### config.mk
export PLATFORM = sky130hd
export DESIGN_NAME = shift_rows_stream
export DESIGN_NICKNAME = d
export VERILOG_FILES = /design/src/rtl/shift_rows_stream.sv
export SDC_FILE = /design/constraint.sdc
export NUM_CORES = 1
export LEC_CHECK = 0
export CORE_MARGIN = 4
export CORE_UTILIZATION = 60
export DETAILED_ROUTE_END_ITERATION = 8
export HOLD_SLACK_MARGIN = 0.06
export PLACE_DENSITY = 0.86
export SLEW_MARGIN = 20
export SYNTH_ARGS = -nofsm -noshare
export SYNTH_HDL_FRONTEND = slang
export SYNTH_SLANG_ARGS = --single-unit
### constraint.sdc
create_clock -name clk -period 6.02 [get_ports clk]
set_clock_uncertainty 0.15 [all_clocks]
set_input_delay 0.602 -clock clk [delete_from_list [all_inputs] [get_ports clk]]
set_output_delay 0.602 -clock clk [all_outputs]
set_load 0.005 [all_outputs]
### src/rtl/shift_rows_stream.sv
// shift_rows_stream: byte-serial forward AES ShiftRows engine.
// Bytes arrive column-major, 16 per block, into a two-bank ping-pong store.
// The draining bank is read through the ShiftRows index map, so one bank
// fills while the other empties and full throughput is sustained.
module shift_rows_stream (
   input  logic       clk,
   input  logic       rst,
   input  logic       in_valid,
   output logic       in_ready,
   input  logic [7:0] in_data,
   output logic       out_valid,
   input  logic       out_ready,
   output logic [7:0] out_data,
   output logic       out_last
);

   localparam int DATA_W = 8;
   localparam int BLK_N  = 16;

   // Byte storage: bank contents are never reset, only the control state.
   logic [DATA_W-1:0] bank [0:1][0:BLK_N-1];

   logic [1:0] full;
   logic [1:0] full_nxt;
   logic       wb;
   logic       rb;
   logic [3:0] wcnt;
   logic [3:0] rcnt;
   logic       wr_fire;
   logic       rd_fire;
   logic       wr_done;
   logic       rd_done;

   // Output position j sits at row j%4, column j/4; row r is rotated left
   // by r columns, so the source column is (c + r) mod 4 on the same row.
   function automatic logic [3:0] src_idx(input logic [3:0] j);
      logic [1:0] row;
      logic [1:0] col;
      row = j[1:0];
      col = j[3:2] + j[1:0];
      return {col, row};
   endfunction

   assign in_ready  = !full[wb];
   assign out_valid = full[rb];
   assign out_last  = out_valid && (rcnt == 4'd15);
   assign out_data  = out_valid ? bank[rb][src_idx(rcnt)] : '0;

   assign wr_fire = in_valid && in_ready;
   assign rd_fire = out_valid && out_ready;
   assign wr_done = wr_fire && (wcnt == 4'd15);
   assign rd_done = rd_fire && (rcnt == 4'd15);

   // Full flags: a completed write marks its bank full, a completed read
   // frees its bank. Both can only coincide on different banks, because a
   // full bank never accepts writes.
   always_comb begin
      full_nxt = full;
      if (wr_done) full_nxt[wb] = 1'b1;
      if (rd_done) full_nxt[rb] = 1'b0;
   end

   // Write side: store the accepted byte at its arrival position.
   always_ff @(posedge clk) begin
      if (wr_fire) bank[wb][wcnt] <= in_data;
   end

   // Control state: counters, bank pointers and full flags.
   always_ff @(posedge clk) begin
      if (rst) begin
         wb   <= 1'b0;
         rb   <= 1'b0;
         wcnt <= 4'd0;
         rcnt <= 4'd0;
         full <= 2'b00;
      end else begin
         if (wr_fire) begin
            wcnt <= wcnt + 4'd1;
            if (wr_done) wb <= ~wb;
         end
         if (rd_fire) begin
            rcnt <= rcnt + 4'd1;
            if (rd_done) rb <= ~rb;
         end
         full <= full_nxt;
      end
   end

endmodule
==> impl_summary.log <==
[metrics] run status: completed
[metrics] vertical extent of the die: 142.1 um
[metrics] via count of the first global-routing pass: 5698
[metrics] Clock Power Share: 40.0%
[metrics] area delta synth->final: 9.667%
[metrics] Slew Viols, Final: 0
[metrics] drt via density: 6.596
[metrics] total number of vias: 5475
[metrics] Placeable Area: 0.01748 mm^2
[metrics] kind of start point of the critical path: flip-flop
[metrics] DIE WIDTH: 142.1 um
[metrics] count of final hold-check violations: 0
[metrics] Achievable Freq: 216.2 MHz
[metrics] source of the worst hold timing path: rcnt[2]
[metrics] Clock Latency Late Sink: 500 ps
[metrics] unrepaired setup endpoints after global routing: false
[metrics] start point of the critical path: rcnt[2]
[metrics] NetSw: 0.6815 mW
[metrics] most used cells in the layout excluding fill and tap cells: edfxtp_1 (256), nor2_1 (50), mux2i_1 (47)
[metrics] initial DRC count: 571
[metrics] number of max-capacitance violations reported: 0
[metrics] total internal power: 2.873 mW
[metrics] Max transition margin: 25.13%
[metrics] Pwr per Cell Area: 300.3 mW/mm^2
[metrics] CP delay by family, top: buffers and inverters
[metrics] Worst Setup Slack post-DPL: 2084 ps
[metrics] number of setup violations in the final report: 0
[metrics] maximum number of pins on one net before global-route repair: 57
[metrics] layout cells sized above 1: 17.19%
[metrics] total grt overflow: 0
[metrics] count of flip-flops with a built-in enable after synthesis: 256
[metrics] origin of the critical flop-to-flop path: wb
[metrics] CTS tree: done
[metrics] Period Utilization, post-route: 76.83%
[metrics] boundary pin count: 23
[metrics] CTS root buffer: clkbuf_16
[metrics] global routing usage summed across all routing layers: 22.28%
[metrics] Top FF cell, synth: edfxtp_1
[metrics] total placed cells including tap cells: 787
[metrics] commonest non-fill, non-tap cell in the layout: edfxtp_1
[metrics] cell-by-cell listing of the critical path: ha_1 > buf_4 > clkinv_1 > mux2i_1 > a221oi_1 > o31a_1 > clkdlybuf4s50_1
[metrics] power share of the combinational group: 1.9%
[metrics] first-pass detailed-route iteration total: 5
[metrics] sequential share of the synthesized area: 73.63%
[metrics] transition time of the tightest slew-check pin: 1120 ps
[metrics] full die area: 0.02020 mm^2
[metrics] critical path data required time: 5270 ps
[metrics] Min-Delay Path Class: flip-flop to flip-flop
[metrics] post-CTS setup buffers: 0
[metrics] Finished Cell Area: 0.01184 mm^2
[metrics] Synth area leader: edfxtp_1
[metrics] Reg2Reg Capture Point: bank[0][121]
[metrics] first-pass GRT wire length: 33710 um
[metrics] total power: 3.555 mW
[metrics] category of the worst setup path capture point: output port
[metrics] Setup TNS: 0 ps
[metrics] hold buffer count at CTS: 0
[metrics] Synth top area share: 71.22%
[metrics] remaining number of nets flagged by the antenna check after routing: 0
[metrics] per-cell routed wire length: 26.63 um
[metrics] Worst Hold Path Cells: 2
[metrics] area of placed instances: 0.01112 mm^2
[metrics] Total Wirelength: 22100 um
[metrics] Max VDD drop: 0.2795 mV
[metrics] total DRC errors in the routed layout: 0
[metrics] Synth Net Count: 581
[metrics] CP arrival: 3870 ps
[metrics] switching share of power: 19.17%
[metrics] end of the worst hold path: rcnt[2]
[metrics] WP buf/inv: 3
[metrics] crit path time final: 4625 ps
[metrics] number of fill cells: 1039
[metrics] proportion of power drawn by flip-flops and latches: 58.1%
[metrics] average cell area after synthesis: 19.17 um^2
[metrics] Port Buf Inserts: 22
[metrics] peak per-stage delay on the critical path: 670 ps
[metrics] cell with the largest stage delay on the worst path: clkinv_1
[metrics] CTS sink count: 269
[metrics] worst setup margin: 1395 ps
[metrics] standard-cell rows: 48
[metrics] Cell variety after synth: 47
[metrics] non-filler instance count after layout: 830
[metrics] number of cells on the worst reg-to-reg path: 4
[metrics] post-synthesis instance area: 0.01079 mm^2
[metrics] detailed placement HPWL: 13490 um
[metrics] number of diodes: 0
[metrics] share of synthesized flip-flops with an asynchronous set or reset: 0%
[metrics] CTS clk-pin slew, worst paths: 60 ps
[metrics] cell types occupying the most area after synthesis: edfxtp_1 (71%), mux4_2 (8.8%), mux2i_1 (4.5%)
[metrics] critical path start-end classification: flip-flop to output port
[metrics] flip-flop and latch count after synthesis: 269
[metrics] number of levels in the clock H-tree: 1
[metrics] maximum number of buffers from clock root to sink: 3
[metrics] clock buffer count from CTS: 25
[metrics] cells resized by post-CTS repair: 0
[metrics] Leakage: 3.761 nW
[metrics] post-synthesis instance total: 563
[metrics] worst-path fanout max: 29
[metrics] initial antenna violation count: 0
[metrics] initial core utilization: 61.76%
[metrics] number of nets in the layout: 608
[metrics] RD Place Congestion: 0.8999
[metrics] register-to-register path setup slack: 3000 ps
[metrics] number of warnings reported in the yosys synthesis log: 0
-- final cells by class --
type | instances | area, um^2 | share of cell area [%]
clock buffers | 29 | 640.6 | 5.412
repair buffers | 28 | 242.7 | 2.051
clock inverters | 13 | 83.83 | 0.7082
inverters | 8 | 30.03 | 0.2537
flip-flops and latches | 269 | 7951 | 67.17
well taps | 225 | 281.5 | 2.378
multi-input cells | 258 | 2608 | 22.03
-- synthesized netlist by cell type (4+ instances only) --
library cell,count
nand2_1,18
a221o_1,4
a31oi_1,4
dfxtp_1,13
mux2_2,5
a22oi_1,7
edfxtp_1,256
buf_6,5
a21oi_1,15
ha_1,6
nor2_1,50
inv_1,6
nand3_1,7
and3_1,4
mux4_1,7
buf_2,9
xor2_1,5
xnor2_1,4
clkbuf_1,7
mux2i_1,48
mux4_2,42
-- registers in the layout (all words and copies together), names as in the netlist, named ones only --
name and count:
bank 256, full 2, rb 1, rcnt 4, wb 1, wcnt 4
-- how the worst max path moves through the flow --
stage	to	slack, ps	cells past startpoint
6_report	out_data[2]	1390	7
5_1_grt	out_data[2]	1370	7
4_1_cts	out_data[2]	1500	7
3_5_place_dp	out_data[2]	2080	7
3_3_place_gp	out_data[2]	2120	7
2_1_floorplan	out_data[1]	3530	7
-- power groups by stage --
stage	logic [mW]	registers [mW]	clock network [mW]
floorplan	0.0246	2.10	0
global placement	0.0645	2.10	0
detailed placement	0.0691	2.10	0
CTS	0.0695	2.06	1.44
global route	0.0733	2.06	1.52
finish	0.0682	2.06	1.42
-- stage by stage --
step	utilization, %	hold slack, ps
detailed placement	63.65	430.3
global route	67.73	485.0
CTS	67.80	447.9
finish	67.73	447.0
global placement	63.65	407.2
floorplan	-	375.8
-- worst reg2reg max path, cell delays in order (launching register included) --
cell     delay, ps
dfxtp_1        600
mux2i_2        430
and2_0         330
nand2_1        320
nor2_1         810
-- logic make-up after synthesis --
| kind of cell | count (synthesis) | share of synthesized area (%) |
|---|---|---|
| mux | 103 | 15.57 |
| simple gates | 94 | 3.895 |
| compound gates | 45 | 3.014 |
| fa+ha+maj | 6 | 0.6955 |
| flops | 269 | 73.63 |
| buf+inv | 36 | 2.249 |
| xor+xnor | 10 | 0.9504 |
-- per-layer routing --
layer	track usage [%]	wire, um	vias up
met5	0	0	-
met4	7.424	748	0
met3	5.208	2047	62
met2	36.82	11030	302
met1	29.71	8281	2791
li1	-	-	2320
Power figures use the tool's default switching activity.
